[config.mk]
export PLATFORM = sky130hd
export DESIGN_NAME = btn_debounce
export DESIGN_NICKNAME = d
export VERILOG_FILES = /design/src/rtl/btn_pkg.sv /design/src/rtl/debounce_bit.sv /design/src/rtl/btn_debounce.sv
export SDC_FILE = /design/constraint.sdc
export NUM_CORES = 1
export LEC_CHECK = 0
export ABC_AREA = 1
export CORE_ASPECT_RATIO = 1.4
export CORE_MARGIN = 1
export CORE_UTILIZATION = 50
export CTS_BUF_LIST = sky130_fd_sc_hd__clkbuf_8 sky130_fd_sc_hd__clkbuf_16
export DETAILED_ROUTE_END_ITERATION = 8
export HOLD_SLACK_MARGIN = 0.02
export PLACE_DENSITY_LB_ADDON = 0.2
export SLEW_MARGIN = 25
export SYNTH_ARGS = -nofsm -noshare
export SYNTH_HDL_FRONTEND = slang
export SYNTH_HIERARCHICAL = 1
export SYNTH_SLANG_ARGS = --single-unit
[constraint.sdc]
create_clock -name clk -period 2 [get_ports clk]
set_input_delay 0.4 -clock clk [delete_from_list [all_inputs] [get_ports clk]]
set_output_delay 0.4 -clock clk [all_outputs]
set_load 0.01 [all_outputs]
[src/rtl/btn_pkg.sv]
// Shared definitions for the push-button conditioning block.
// Buttons are active-low at the pads and stay active-low after debouncing.
package btn_pkg;

  localparam logic BTN_RELEASED = 1'b1;
  localparam logic BTN_PRESSED  = 1'b0;

  // 10 ms at a 50 MHz system clock.
  localparam int DEFAULT_DEBOUNCE_CYCLES = 500000;

  // Per-bit debounce state: STABLE while the synchronized input agrees with
  // the accepted level, PENDING while a disagreement is being timed.
  typedef enum logic {
    STABLE  = 1'b0,
    PENDING = 1'b1
  } db_state_t;

endpackage : btn_pkg

[src/rtl/debounce_bit.sv]
// One-bit button conditioner: two-flop synchronizer, stability counter and
// a one-cycle pulse on each accepted press (released -> pressed).
//
// Handshake: none. The input is a free-running asynchronous level and the
// outputs are registered levels/pulses valid every cycle; there is no
// valid/ready flow control on this block.
module debounce_bit
  import btn_pkg::*;
#(
  parameter int DEBOUNCE_CYCLES = DEFAULT_DEBOUNCE_CYCLES,
  parameter int CNT_W           = $clog2(DEBOUNCE_CYCLES)
) (
  input  logic clk,
  input  logic reset,
  input  logic raw_i,
  output logic db_o,
  output logic press_o
);

  // Acceptance happens on the cycle the counter already holds this value,
  // so the counter never needs to represent DEBOUNCE_CYCLES itself.
  localparam logic [CNT_W-1:0] CNT_LAST = CNT_W'(DEBOUNCE_CYCLES - 1);

  logic             s1_q, s1_d;
  logic             s2_q, s2_d;
  logic             stable_q, stable_d;
  logic             press_q, press_d;
  logic [CNT_W-1:0] cnt_q, cnt_d;
  db_state_t        state;

  // Next-state logic: classify the bit, then count or accept the new level.
  always_comb begin
    s1_d     = raw_i;
    s2_d     = s1_q;
    stable_d = stable_q;
    cnt_d    = '0;
    state    = (s2_q == stable_q) ? STABLE : PENDING;

    case (state)
      STABLE: begin
        // Any agreement discards partial credit from an earlier bounce.
        cnt_d = '0;
      end
      PENDING: begin
        if (cnt_q == CNT_LAST) begin
          stable_d = s2_q;
          cnt_d    = '0;
        end else begin
          cnt_d = cnt_q + CNT_W'(1);
        end
      end
      default: begin
        cnt_d = '0;
      end
    endcase

    // Pulse only on the released -> pressed transition of the clean level.
    press_d = (stable_q == BTN_RELEASED) && (stable_d == BTN_PRESSED);
  end

  // State registers; reset returns everything to the released condition.
  always_ff @(posedge clk) begin
    if (reset) begin
      s1_q     <= BTN_RELEASED;
      s2_q     <= BTN_RELEASED;
      stable_q <= BTN_RELEASED;
      press_q  <= 1'b0;
      cnt_q    <= '0;
    end else begin
      s1_q     <= s1_d;
      s2_q     <= s2_d;
      stable_q <= stable_d;
      press_q  <= press_d;
      cnt_q    <= cnt_d;
    end
  end

  assign db_o    = stable_q;
  assign press_o = press_q;

endmodule : debounce_bit

[src/rtl/btn_debounce.sv]
// Debounces N_BTN raw active-low buttons into a clean active-low level
// vector for the write-request decoder, plus per-button press pulses.
// Each bit is independent; simultaneous presses pass through unencoded.
module btn_debounce
  import btn_pkg::*;
#(
  parameter int N_BTN           = 3,
  parameter int DEBOUNCE_CYCLES = DEFAULT_DEBOUNCE_CYCLES
) (
  input  logic             clk,
  input  logic             reset,
  input  logic [N_BTN-1:0] btn_raw,
  output logic [N_BTN-1:0] btn_db,
  output logic [N_BTN-1:0] press
);

  // Derived from DEBOUNCE_CYCLES; not meant to be overridden.
  localparam int CNT_W = $clog2(DEBOUNCE_CYCLES);

  // One identical conditioner per button.
  for (genvar i = 0; i < N_BTN; i++) begin : g_bit
    debounce_bit #(
      .DEBOUNCE_CYCLES (DEBOUNCE_CYCLES),
      .CNT_W           (CNT_W)
    ) u_bit (
      .clk     (clk),
      .reset   (reset),
      .raw_i   (btn_raw[i]),
      .db_o    (btn_db[i]),
      .press_o (press[i])
    );
  end

endmodule : btn_debounce

==> metrics.md <==
| Metric | Value |
|---|---|
| Final Util | 0.5744 |
| First-pass DRT Iterations | 4 |
| Setup bufs post-CTS | 0 |
| Pre-CTS WS | 303.5 ps |
| WP data required | 1600 ps |
| Post-CTS Hold Fix Bufs | 0 |
| Crit Path Class | reg2out |
| Rel. slew slack | 0.7824 |
| Antenna cells | 0 |
| Global-route wire length before repair | 11,960 µm |
| Global route overflow | 0 |
| RSZ-0062 raised after global routing | false |
| Max Fanout on Critical Path | 5 |
| Clock latency on the worst-skew pair | 350 ps |
| FF-to-FF path depth | 8 |
| Clk sinks | 69 |
| Post-route cell area | 4036 µm² |
| Max cap viols | 0 |
| Initial DRC count | 143 |
| CTS tree | built |
| Number of global-route vias before repair | 2,923 |
| Fill cells | 685 |
| Cells after Synth | 540 |
| Hold crit path type | reg2reg |
| WL per Instance | 10.25 µm |
| CTS clk-pin slew, worst paths | 70 ps |
| Leakage | 1.621 nW |
| Register area share after synthesis | 0.3790 |
| CP Cell Sequence | clkdlybuf4s50_1 |
| Delay-heaviest family, CP | buffers and inverters |
| Max VDD drop | 410.6 µV |
| CTS max path bufs | 2 |
| CTS Buf Count | 9 |
| Post-synthesis cell type count | 19 |
| Initial antenna violation count | 0 |
| Clock skew | 5.659 ps |
| Dpl cells | 643 |
| Worst hold margin | 409.2 ps |
| Min cycle time layout | 1726 ps |
| Crit share post-route | 0.8630 |
| Status | finished, final reports clean |
| Core area | 7027 µm² |
| Area growth, synth to finish | 10.74% |
| Starting density of the core | 0.5187 |
| Final hold violations | 0 |
| DIE HEIGHT | 103.0 µm |
| Vias/cell | 4.659 |
| Row cnt | 36 |
| Port Buf Inserts | 10 |
| DP Area | 3811 µm² |
| Number of cells on the critical path | 1 |
| Synthesized Nets | 548 |
| All-Layer GR Usage | 0.2070 |
| Sum Neg Setup Slack | 0 ps |
| H-tree level count | 3 |
| Vias | 3,070 |
| WP buf/inv | 1 |
| Routed WL | 6755 µm |
| Final WS setup | 274.0 ps |
| Worst Tran Pin Value | 325.2 ps |
| Syn. warnings | 6 |
| Nets | 567 |
| Hold Path Depth | 1 |
| Arrival time worst endpoint | 1330 ps |
| Die area | 7640 µm² |
| CP max-delay cell | clkdlybuf4s50_1 |
| Die extent in x | 74.16 µm |
| Number of I/O pins | 11 |
| Commonest non-fill, non-tap cell in the layout | nand2_1 |
| Synthesized area | 3645 µm² |
| Fraction of layout cells with a size suffix above 1 | 0.1401 |
| Worst setup SP type | flop |
| Pin count of the biggest net entering global routing | 16 |
| # setup viols final | 0 |
| Pwr/cell area | 671.3 nW/µm² |
| Seq cells post-synth | 69 |
| Avg Inst Size Synth | 6.750 µm² |
| Cts repair resizes | 0 |
| RePlAce Congestion | 0.8282 |
| Antenna Violating Nets Remaining | 0 |
| Dpl hpwl | 4986 µm |
| Highest-count cells in the layout ignoring fill and taps | nand2_1 (153), inv_1 (91), nor2_1 (84), dfxtp_1 (69), nor2_2 (33) |
| Final slew viol count | 0 |
| PnR Total Power | 2.709 mW |
| Non-Filler Instances | 659 |
| Cell chosen for the clock root | clkbuf_8 |
| Drt drc | 0 |
| Crit. End Element | primary output |
| Fmax | 0.5794 GHz |
| Largest stage delay, worst path | 570 ps |
## worst paths after layout
check | start | to | slack (ps)
max | g_bit[1].u_bit/db_o$_SDFF_PP1_ | btn_db[1] | 270
min | g_bit[0].u_bit/s1_q$_SDFF_PP1_ | g_bit[0].u_bit/s2_q$_SDFF_PP1_ | 410
max reg2reg | g_bit[0].u_bit/cnt_q[0]$_SDFF_PP0_ | g_bit[0].u_bit/cnt_q[17]$_SDFF_PP0_ | 480
min reg2reg | g_bit[0].u_bit/s1_q$_SDFF_PP1_ | g_bit[0].u_bit/s2_q$_SDFF_PP1_ | 410
## flip-flops by register name, indices dropped and copies added, names as in the netlist
signal,flops
g_bit.u_bit/cnt_q,57
g_bit.u_bit/db_o,3
g_bit.u_bit/press_o,3
g_bit.u_bit/s1_q,3
g_bit.u_bit/s2_q,3
## power breakdown
group	switching, mW	leakage (nW)	internal, mW
logic	0.0251	0.943	0.0183
registers	0.00441	0.557	1.38
clock network	0.520	0.121	0.762
## Yosys cell counts (all sizes together)
cell | instances | area share
nand2 | 159 | 0.17
nor2 | 126 | 0.17
inv | 93 | 0.098
dfxtp | 69 | 0.38
nand3 | 27 | 0.045
xor2 | 21 | 0.050
o21ai | 15 | 0.021
nand4 | 9 | 0.015
or2 | 6 | 0.010
a21oi | 3 | 0.0041
buf | 3 | 0.016
ha | 3 | 0.010
nor3 | 3 | 0.0041
xnor2 | 3 | 0.0072
## final cells by class
| type | count | area [µm²] | share of cell area |
|---|---|---|---|
| clock buffer | 11 | 151.4 | 0.03751 |
| clock inverter | 5 | 73.82 | 0.01829 |
| inverter | 93 | 356.6 | 0.08834 |
| multi-input combinational | 375 | 1847 | 0.4575 |
| sequential | 69 | 1381 | 0.3422 |
| tap | 95 | 118.9 | 0.02945 |
| timing repair buffer | 11 | 107.6 | 0.02666 |
## metal layers
layer / part of all wire / vias up / global-route usage
met3: 0.025 / 16 / 0.04399
li1: - / 1647 / -
met4: 0.033 / 0 / 0.1405
met5: 0 / - / 0
met1: 0.44 / 1367 / 0.2176
met2: 0.50 / 40 / 0.3636
## kinds of logic after synthesis
kind of cell	count (synthesis)	synth area share
and+or+nand+nor	330	0.4140
xor gates and xnor gates	24	0.05767
AOI/OAI and AO/OA	18	0.02472
buffers and inverters	96	0.1143
adders and majority gates	3	0.01030
DFF	69	0.3790
(Power assumes the default switching activity.)
